File: src/rtl/fir_pkg.sv
// Shared definitions for the 3-lane parallel FIR front end: sample width,
// lane count/order and the group-assembly slot encoding.
package fir_pkg;

    localparam int DW    = 16;
    localparam int LANES = 3;

    // Lane positions inside an assembled group.
    localparam int LN_NEW = 0;
    localparam int LN_MID = 1;
    localparam int LN_OLD = 2;

    typedef enum logic [1:0] {
        PH_SLOT0 = 2'd0,
        PH_SLOT1 = 2'd1,
        PH_SLOT2 = 2'd2
    } phase_e;

    function automatic phase_e phase_advance(input phase_e ph);
        case (ph)
            PH_SLOT0: return PH_SLOT1;
            PH_SLOT1: return PH_SLOT2;
            default:  return PH_SLOT0;
        endcase
    endfunction

endpackage

File: src/rtl/fir_group_holdreg.sv
// One-deep parking register for a completed group that could not be issued
// immediately (FIR busy loading coefficients, or an earlier group pending).
module fir_group_holdreg
    import fir_pkg::*;
#(
    parameter int DW = fir_pkg::DW,
    parameter int NL = fir_pkg::LANES
) (
    input  logic                    clk,
    input  logic                    rst_n,
    input  logic                    i_load,
    input  logic                    i_drain,
    input  logic [NL-1:0][DW-1:0]   i_group,
    output logic                    o_pend,
    output logic [NL-1:0][DW-1:0]   o_group
);

    logic                  r_pend;
    logic [NL-1:0][DW-1:0] r_group;

    // NOTE: non-blocking assignments, so every register samples pre-edge values.
    always_ff @(posedge clk or negedge rst_n) begin
        if (!rst_n) begin
            r_pend  <= 1'b0;
            r_group <= '0;
        end else if (i_load) begin
            r_pend  <= 1'b1;
            r_group <= i_group;
        end else if (i_drain) begin
            r_pend  <= 1'b0;
        end
    end

    assign o_pend  = r_pend;
    assign o_group = r_group;

endmodule

File: src/rtl/fir_block_deserializer.sv
// Packs a serial valid/ready sample stream into registered 3-lane groups with
// a one-cycle start pulse; defers issue during hold, zero-pads on flush.
module fir_block_deserializer
    import fir_pkg::*;
#(
    parameter int DW = fir_pkg::DW,
    parameter int CW = 16
) (
    input  logic                 clk,
    input  logic                 rst_n,
    input  logic signed [DW-1:0] s_data,
    input  logic                 s_valid,
    output logic                 s_ready,
    input  logic                 hold,
    input  logic                 flush,
    output logic signed [DW-1:0] x_out0,
    output logic signed [DW-1:0] x_out1,
    output logic signed [DW-1:0] x_out2,
    output logic                 start,
    output logic [CW-1:0]        groups_out,
    output logic                 busy
);

    phase_e                   r_phase;
    phase_e                   w_phase_nxt;
    logic [DW-1:0]            r_asm_old;
    logic [DW-1:0]            r_asm_mid;
    logic                     r_flush_req;
    logic [LANES-1:0][DW-1:0] r_x;
    logic                     r_start;
    logic [CW-1:0]            r_groups;

    logic                     w_ready;
    logic                     w_accept;
    logic                     w_flush_svc;
    logic                     w_pad;
    logic                     w_complete;
    logic                     w_issue_direct;
    logic                     w_load_pend;
    logic                     w_drain;
    logic                     w_pend;
    logic [LANES-1:0][DW-1:0] w_group;
    logic [LANES-1:0][DW-1:0] w_pend_group;

    // A second completed group can never arrive while one is parked, and
    // a pending flush freezes collection so the padded group is well defined.
    assign w_ready     = !((w_pend && (r_phase == PH_SLOT2)) ||
                           (r_flush_req && (r_phase != PH_SLOT0)));
    assign w_accept    = s_valid && w_ready;
    assign w_flush_svc = r_flush_req && !w_pend;
    assign w_pad       = w_flush_svc && (r_phase != PH_SLOT0);
    assign w_complete  = (w_accept && (r_phase == PH_SLOT2)) || w_pad;

    assign w_issue_direct = w_complete && !hold && !w_pend;
    assign w_load_pend    = w_complete && !w_issue_direct;
    assign w_drain        = w_pend && !hold;

    // NOTE: every always_comb output gets a default first, so no latch is inferred.
    always_comb begin
        w_phase_nxt = r_phase;
        if (w_accept) begin
            w_phase_nxt = phase_advance(r_phase);
        end else if (w_pad) begin
            w_phase_nxt = PH_SLOT0;
        end
    end

    always_ff @(posedge clk or negedge rst_n) begin
        if (!rst_n) begin
            r_phase <= PH_SLOT0;
        end else begin
            r_phase <= w_phase_nxt;
        end
    end

    // Missing slots of a flushed group stay at the zero default.
    always_comb begin
        w_group         = '0;
        w_group[LN_OLD] = r_asm_old;
        if (w_accept) begin
            w_group[LN_NEW] = s_data;
            w_group[LN_MID] = r_asm_mid;
        end else if (r_phase == PH_SLOT2) begin
            w_group[LN_MID] = r_asm_mid;
        end
    end

    // NOTE: data registers are reset too, so partial groups are discarded and outputs read 0.
    always_ff @(posedge clk or negedge rst_n) begin
        if (!rst_n) begin
            r_asm_old <= '0;
            r_asm_mid <= '0;
        end else if (w_accept) begin
            case (r_phase)
                PH_SLOT0: r_asm_old <= s_data;
                PH_SLOT1: r_asm_mid <= s_data;
                default:  ;
            endcase
        end
    end

    always_ff @(posedge clk or negedge rst_n) begin
        if (!rst_n) begin
            r_flush_req <= 1'b0;
        end else if (flush) begin
            r_flush_req <= 1'b1;
        end else if (w_flush_svc) begin
            r_flush_req <= 1'b0;
        end
    end

    fir_group_holdreg #(
        .DW (DW),
        .NL (LANES)
    ) u_holdreg (
        .clk     (clk),
        .rst_n   (rst_n),
        .i_load  (w_load_pend),
        .i_drain (w_drain),
        .i_group (w_group),
        .o_pend  (w_pend),
        .o_group (w_pend_group)
    );

    // Direct issue and drain are exclusive: direct issue requires no pending group.
    always_ff @(posedge clk or negedge rst_n) begin
        if (!rst_n) begin
            r_x      <= '0;
            r_start  <= 1'b0;
            r_groups <= '0;
        end else begin
            r_start <= 1'b0;
            if (w_issue_direct) begin
                r_x      <= w_group;
                r_start  <= 1'b1;
                r_groups <= r_groups + CW'(1);
            end else if (w_drain) begin
                r_x      <= w_pend_group;
                r_start  <= 1'b1;
                r_groups <= r_groups + CW'(1);
            end
        end
    end

    assign s_ready    = w_ready;
    assign x_out0     = r_x[LN_NEW];
    assign x_out1     = r_x[LN_MID];
    assign x_out2     = r_x[LN_OLD];
    assign start      = r_start;
    assign groups_out = r_groups;
    assign busy       = (r_phase != PH_SLOT0) || w_pend || r_flush_req;

endmodule

File: config.mk
export PLATFORM = sky130hd
export DESIGN_NAME = fir_block_deserializer
export DESIGN_NICKNAME = d
export VERILOG_FILES = /design/src/rtl/fir_pkg.sv /design/src/rtl/fir_group_holdreg.sv /design/src/rtl/fir_block_deserializer.sv
export SDC_FILE = /design/constraint.sdc
export NUM_CORES = 1
export LEC_CHECK = 0
export CAP_MARGIN = 20
export CORE_MARGIN = 1
export CORE_UTILIZATION = 35
export CTS_BUF_LIST = sky130_fd_sc_hd__clkbuf_4
export CTS_CLUSTER_SIZE = 16
export DETAILED_ROUTE_END_ITERATION = 10
export HOLD_SLACK_MARGIN = 0.02
export PLACE_DENSITY = 0.58
export SLEW_MARGIN = 20
export SYNTH_ARGS = -nofsm -noshare
export SYNTH_HDL_FRONTEND = slang
export SYNTH_SLANG_ARGS = --single-unit
File: constraint.sdc
create_clock -name clk -period 2 [get_ports clk]
set_input_delay 0.2 -clock clk [delete_from_list [all_inputs] [get_ports clk]]
set_output_delay 0.2 -clock clk [all_outputs]
set_load 0.05 [all_outputs]
# Word level (Yosys, flattened, before mapping)
# Index checks and enable logic that the tools add are counted.
op_classes:
  add_sub_neg: 1
  reduce_logical: 26
  n_eq_ne: 2
  mux: 16
ops:
  columns: ["op", "count"]
  rows:
  - ["two-way mux 48 bit", 2]
  - ["two-way mux 16 bit", 5]
  - ["adder 16 x 1 -> 16 bit (second input constant)", 1]
  - ["logical AND 1 bit", 10]
  - ["nonzero test 2 bit", 5]
  - ["two-way mux 1 bit", 6]
  - ["logical NOT 1 bit", 4]
  - ["logical OR 1 bit", 4]
  - ["two-way mux 2 bit", 2]
  - ["case mux 2 bit (2 select lines)", 1]
  - ["AND reduction 2 bit", 2]
  - ["== test 2 x 1 -> 1 bit (second input constant)", 1]
  - ["== test 2 bit (second input constant)", 1]
  - ["logical NOT 2 bit", 1]
word_totals:
  regBits: 149
  out_inout_bits: 67
  wordCells: 58
  in_bits: 21

# Depth between registers and ports, before layout
# Gate-level depths: netlist (run 1).
logic_depth:
  word_depth: 12
  depth_mapped: 8

# Hierarchy
# A second synthesis (run 1) with hierarchy kept.
unflattened:
  hier_cells: 481
  area_unflattened_um2: 6307.3
modules_own_cells:
  columns: ["module", "cells_per_inst", "n_inst", "area_per_inst_um2"]
  rows:
  - ["fir_block_deserializer", 377, 1, 4450.5]
  - ["fir_group_holdreg", 104, 1, 1856.8]

# Worst setup path after synthesis (run 1)
# Ideal clock, no wire load.
synth_path:
  path_kind: "flip-flop to flip-flop"
  start: "reg r_groups[2], in the netlist groups_out[2]"
  end: "reg r_groups[9], in the netlist groups_out[9]"
  period_less_slack_ns: 1.926
  path_buffers: 1
  required_time_ns: 1.859
  setup_time_ns: 0.141
  stages_incl_launch_ff: 6
  slack_ns: 0.074
  arrival_time_ns: 1.784
  path_cell_list: "dfrtp_1 -> clkbuf_1 -> nand3_1 -> a2111oi_4 -> nand4_1 -> xnor2_1"
synth_between:
  elab_chain_cells: 3
synth_rtl:
  columns: ["element", "line", "text"]
  rows:
  - ["start, declared", "fir_block_deserializer.sv:31", "logic [CW-1:0] r_groups;"]
  - ["start signal, assigned", "fir_block_deserializer.sv:136", "r_groups <= r_groups + CW'(1);"]
  - ["start signal, assigned", "fir_block_deserializer.sv:140", "r_groups <= r_groups + CW'(1);"]
  - ["adder 16 x 1 -> 16 bit *", "fir_block_deserializer.sv:136, fir_block_deserializer.sv:140", null]
  - ["two-way mux 16 bit", "fir_block_deserializer.sv:137", "end else if (w_drain) begin"]
  - ["two-way mux 16 bit *", "fir_block_deserializer.sv:133", "if (w_issue_direct) begin"]
# Every way passes the cells marked *; elsewhere a longest branch is shown, timed or not. The select of a mux whose other input is x is not followed.
# A chain may end at the register's enable or synchronous reset.

# Final worst setup path (run 1)
layout_path:
  start: "reg r_x, in the netlist x_out0[13]"
  end: "out x_out0[13]"
layout_lines:
  columns: ["element", "line", "text"]
  rows:
  - ["start, declared", "fir_block_deserializer.sv:29", "logic [LANES-1:0][DW-1:0] r_x;"]
  - ["start signal, assigned", "fir_block_deserializer.sv:134", "r_x <= w_group;"]
  - ["start signal, assigned", "fir_block_deserializer.sv:138", "r_x <= w_pend_group;"]
  - ["end, declared", "fir_block_deserializer.sv:16", "output logic signed [DW-1:0] x_out0,"]
# No word-level cell between the ends.

==> results.cfg, run 1 <==
[clocking]
cts_tree = built
clock_sinks = 149
cts_buffers = 17
clk_pin_slew_ps = 110
cts_buffer_depth = 2
htreeDepth = 4
clk_latency_ps = 550
cts-root-buf = clkbuf_4

[place]
dp_slack_ps = -80.55
port_buffers = 87
placed_area_mm2 = 0.007624
dp_hpwl_um = 10260
place_congestion = 0.7824

[global_route]
grt_max_degree = 50
grt_pass1_wl_um = 26010
busiest_layer = met2
grt-ovfl-total = 0
grt_pass1_vias = 4877
antenna_found_initial = 1
met1_usage_pct = 23.20
met3_usage_pct = 3.333
grt.total_usage_pct = 18.31
grt_use_met2_pct = 31.30

[floorplan]
die_x_um = 136.6
row_count = 48
fp.dieH_um = 136.6
core-area_mm2 = 0.01748
io-pin-count = 88
die_area_mm2 = 0.01867
start_util_pct = 36.30

[power]
p_sw_mw = 5.799
power_frac_clock_pct = 11.9
ir_drop_v = 0.0008250
combPwrFrac_pct = 47.7
netSwitchingFraction_pct = 45.19
seqPwrFrac_pct = 40.4
p_int_mw = 7.033
leakage_nw = 3.584
power_density_mw_per_mm2 = 1629

[cells_and_area]
drive_gt1_share_pct = 13.94
regArea_mm2 = 0.003729
layout_commonest_cell = dfrtp_1
nFillCells = 1670
num-nets-final = 712
multiInputGateArea_mm2 = 0.002401
final_area_mm2 = 0.007878
area_growth_pct = 24.16
finalCoreUtilization_pct = 45.07
final_cell_mix = 149 x dfrtp_1, 106 x nand2_1, 60 x a21oi_1, 47 x nor2_1, 44 x clkdlybuf4s50_1

[synth]
synth_edf_count = 0
ys_types = 40
syn-instance-count = 601
ys_seq_area_share_pct = 58.77
syn_avg_cell_area_um2 = 10.56
synthTopCellsByArea = dfrtp_1 59%, nand2_1 6.3%, mux2_2 5.7%
synth_area_mm2 = 0.006345
synth_warnings = 0
synth_top_flop_cell = dfrtp_1
synthArstFlopShare_pct = 100.0
yosysTopAreaCell = dfrtp_1
syn_nets = 623
synth_seq_cells = 149
synth_top_area_share_pct = 58.77

[detailed_routing]
drt-total-wl_um = 15700
via_count = 4775
drt_iter0_drc = 249
drc = 0
first_pass_iters = 4
wl_per_cell_um = 16.90
avgViaCountPerCell = 5.140
antenna_left = 0

[sta]
finClkSkew_ps = 13.22
final-max-slew-violation-count = 0
timing.final.ws_setup_ps = 52.14
fin_crit_sh_pct = 97.39
finalHoldViolCount = 0
rsz0062_at_grt = no
clock.fmax_mhz = 513.4
max_slew_margin_pct = 46.88
setup_viol = 0
worst_pin_slew_ps = 794.7
period_needed_ps = 1948

[setup_path]
path_buf_inv = 1
cp_slowest_stage_delay_ps = 810
crit_path_end_kind = output pin
slowest_stage = clkdlybuf4s50_1
crit_fanout = 2
arrival_ps = 1750
crit_chain = clkdlybuf4s50_1
cpLargestDelayFamily = buffers and inverters
worstPathRequired_ps = 1800
crit_type = flop to output pin
crit_path_start_kind = flop

[run_status]
outcome = finished, final reports clean

[hold_path]
min_path_type = primary input to async pin

[job]
cap_violations = 0
-- stage by stage --
stage | TNS (ps) | hold slack, ps | instances | total power, mW
finish | 0 | 161.0 | 929 | 12.83
global route | 0 | 181.4 | 929 | 13.67
CTS | 0 | 154.3 | 928 | 12.99
detailed placement | -841.7 | 179.7 | 894 | 11.53
global placement | -3.192 | 168.6 | 894 | 11.38
floorplan | 0 | -95.59 | 601 | 9.254
-- Yosys cell counts (2+ instances only) --
| library cell | instances |
|---|---|
| nor2_1 | 47 |
| nor2b_1 | 2 |
| a21o_1 | 2 |
| mux2_2 | 32 |
| nand3_1 | 34 |
| buf_4 | 5 |
| o21ai_0 | 26 |
| nand4_1 | 6 |
| a31oi_1 | 16 |
| nand2_1 | 106 |
| buf_2 | 21 |
| xnor2_1 | 14 |
| a21oi_1 | 60 |
| clkbuf_1 | 12 |
| inv_1 | 2 |
| dfrtp_1 | 149 |
| and3_1 | 6 |
| mux2_1 | 16 |
| buf_6 | 4 |
| and4_1 | 3 |
| o21ai_1 | 17 |
| nand2b_1 | 3 |
-- logic make-up (layout without fill, tap and decap cells) --
kind of cell | Yosys count | count (layout) | share of synthesized area (%)
buf+inv | 46 | 148 | 3.983
compound gates | 129 | 129 | 11.62
simple gates | 213 | 213 | 14.85
mux | 48 | 48 | 8.519
fa+ha+maj | 1 | 1 | 0.1972
other cells | 0 | 1 | 0
xor+xnor | 15 | 15 | 2.071
flops | 149 | 149 | 58.77
-- power by group through the flow --
stage / clock network, mW / logic, mW / registers, mW
2_1_floorplan: 0 / 2.30 / 6.95
3_3_place_gp: 0 / 6.16 / 5.22
3_5_place_dp: 0 / 6.26 / 5.26
4_1_cts: 1.59 / 6.20 / 5.19
5_1_grt: 1.71 / 6.58 / 5.37
6_report: 1.53 / 6.12 / 5.18
-- layout make-up --
class | instances | area share, %
inverters | 3 | 0.2065
diodes | 1 | 0.03177
well taps | 225 | 3.574
clock buffers | 23 | 2.192
repair buffers | 113 | 15.71
flip-flops and latches | 149 | 47.33
clock inverters | 9 | 0.4765
multi-input cells | 406 | 30.48
-- final timing paths --
| path | startpoint | end | slack [ps] | cells past startpoint |
|---|---|---|---|---|
| min in group clk | flush | r_flush_req | 220 | 2 |
| worst max-delay path | x_out0[13] | x_out0[13] | 50 | 1 |
| max in group asynchronous | rst_n | groups_out[9] | 1150 | 3 |
| worst min-delay path | rst_n | x_out1[1] | 160 | 2 |
| worst max register to register | r_phase[0] | x_out2[11] | 200 | 7 |
| worst min register to register | groups_out[15] | groups_out[15] | 490 | 1 |
-- registers in the layout (all words and copies together), names as in the netlist --
name / count
groups_out: 16
r_asm_old: 16
u_holdreg.o_group: 48
x_out1: 16
r_flush_req: 1
start: 1
r_phase: 2
u_holdreg.o_pend: 1
r_asm_mid: 16
x_out0: 16
x_out2: 16
-- routing by layer --
layer	wire length, um	part of all wire, %
met1	7059	45
met2	7806	50
met3	613	3.9
met4	224	1.4
met5	0	0
-- repair_timing --
action	4_1_cts	5_1_grt
pin swaps	0	0
hold endpoints to repair	107	0
hold buffers	1	0
buffers inserted	1	0
cloned	0	0
gates resized for setup	29	16
endpoints found under the setup margin	27	23
(Power assumes the default switching activity.)
==> inputs of run 2 (changes only) <==
--- a/config.mk
+++ b/config.mk
@@ -5,6 +5,7 @@
 export SDC_FILE = /design/constraint.sdc
 export NUM_CORES = 1
 export LEC_CHECK = 0
+export ABC_CLOCK_PERIOD_IN_PS = 2000
 export CAP_MARGIN = 20
 export CORE_MARGIN = 1
 export CORE_UTILIZATION = 35
==> constraint.sdc (replaced) <==
create_clock -name clk -period 2 [get_ports clk]
set_input_delay 0.2 -clock clk [delete_from_list [all_inputs] [get_ports clk]]
set_output_delay 0.2 -clock clk [all_outputs]
set_load 0.1 [all_outputs]
==> results.cfg, run 2 (synthesis gave the netlist of run 1 again) <==
[place]
dp_hpwl_um = 10260
place_congestion = 0.7955
port_buffers = 87
dp.cells = 893

[hold_path]
min_path_type = primary input to async pin

[detailed_routing]
wl_per_cell_um = 16.78
avgViaCountPerCell = 5.084
drt-total-wl_um = 15550
drc = 0
first_pass_iters = 4
drt_iter0_drc = 218
antenna_left = 0
via_count = 4713

[job]
cap_violations = 0

[cells_and_area]
area_growth_pct = 22.66
finalNonFillerCells = 927
drive_gt1_share_pct = 24.68
final_cell_mix = 141 x dfrtp_1, 106 x nand2_1, 77 x buf_4, 60 x a21oi_1, 47 x nor2_1
finalCoreUtilization_pct = 44.53
num-nets-final = 710
largest_register_ffs = 48
layout_commonest_cell = dfrtp_1

[sta]
finalHoldViolCount = 0
period_needed_ps = 1876
finClkSkew_ps = 21.50
fin_crit_sh_pct = 93.80
tns_ps = 0
rsz0062_at_grt = no
setup_viol = 0
final-max-slew-violation-count = 0
hold_ws_ps = 158.4
clock.fmax_mhz = 533.1
worst_pin_slew_ps = 802.7
max_slew_margin_pct = 46.34

[floorplan]
die_area_mm2 = 0.01867
fp.dieH_um = 136.6
start_util_pct = 36.30
die_x_um = 136.6
row_count = 48
io-pin-count = 88
core-area_mm2 = 0.01748

[setup_path]
r2r-start = r_phase[1]
path_buf_inv = 1
arrival_ps = 1680
cp_slowest_stage_delay_ps = 480
crit_fanout = 6
crit_chain = or2_4 -> nand2b_1 -> buf_12
r2r_cells = 5
worstPathRequired_ps = 1800
crit_path_start_kind = flop
startpoint = r_phase[1]
crit_path_end_kind = output pin
reg2reg_slack_ps = 180
cpLargestDelayFamily = flip-flops
crit_type = flop to output pin
slowest_stage = dfrtp_2
r2r_end = x_out1[15]

[clocking]
cts-root-buf = clkbuf_4
postCtsSetupBuffers = 0
cts_buffers = 17
clk_latency_ps = 530
clk_pin_slew_ps = 130
cts_tree = built
cts_buffer_depth = 2
htreeDepth = 4
clock_sinks = 149

[global_route]
grt-ovfl-total = 0
grt_pass1_wl_um = 26050
grt_pass1_vias = 4935
grt_max_degree = 59
antenna_found_initial = 1
grt.total_usage_pct = 18.30

[run_status]
outcome = finished, final reports clean
==> run 2: metrics by stage <==
stage / worst slack, ps / area (um2)
2_1_floorplan: 58.16 / 6360
3_3_place_gp: -39.55 / 7468
3_5_place_dp: -102.8 / 7468
4_1_cts: 39.59 / 7779
5_1_grt: 13.13 / 7782
6_report: 124.0 / 7782
==> run 2: repair_timing <==
action / CTS / global route
setup endpoints to repair: 1 / 1
hold endpoints to repair: 149 / 0
resized for setup: 1 / 1
pin swaps: 0 / 0
hold buffers: 1 / 0
==> run 2: worst max-delay path by stage <==
stage / end / slack (ps) / depth (start not counted)
6_report: busy / 120 / 3
5_1_grt: busy / 10 / 3
4_1_cts: busy / 40 / 3
3_5_place_dp: x_out0[7] / -100 / 5
3_3_place_gp: x_out0[2] / -40 / 5
2_1_floorplan: groups_out[9] / 60 / 5
==> run 2: metal layers <==
metal / track usage [%] / up-vias / share of wire, %
li1: - / 2238 / -
met1: 23.70 / 2353 / 46
met2: 30.12 / 105 / 48
met3: 3.963 / 17 / 4.0
met4: 6.481 / 0 / 2.0
met5: 0 / - / 0
==> run 2: cell type report <==
class                      instances  area [um2]
inverter                           3       16.27
clock inverter                    10       132.6
multi-input combinational        406        2394
timing repair buffer             111        1050
sequential                       149        3741
antenna                            1       2.502
tap                              225       281.5
clock buffer                      22       165.2
fill                            1652        9694
==> run 2: worst reg2reg max path: cells and delay by family (launching register included) <==
kind | cells | cell delay, ps
buf+inv | 1 | 410
compound gates | 3 | 530
simple gates | 1 | 320
flops | 1 | 480
Power of run 2 is not shown: default switching activity piles up to over one toggle a cycle in this logic, so the estimate is an artifact.
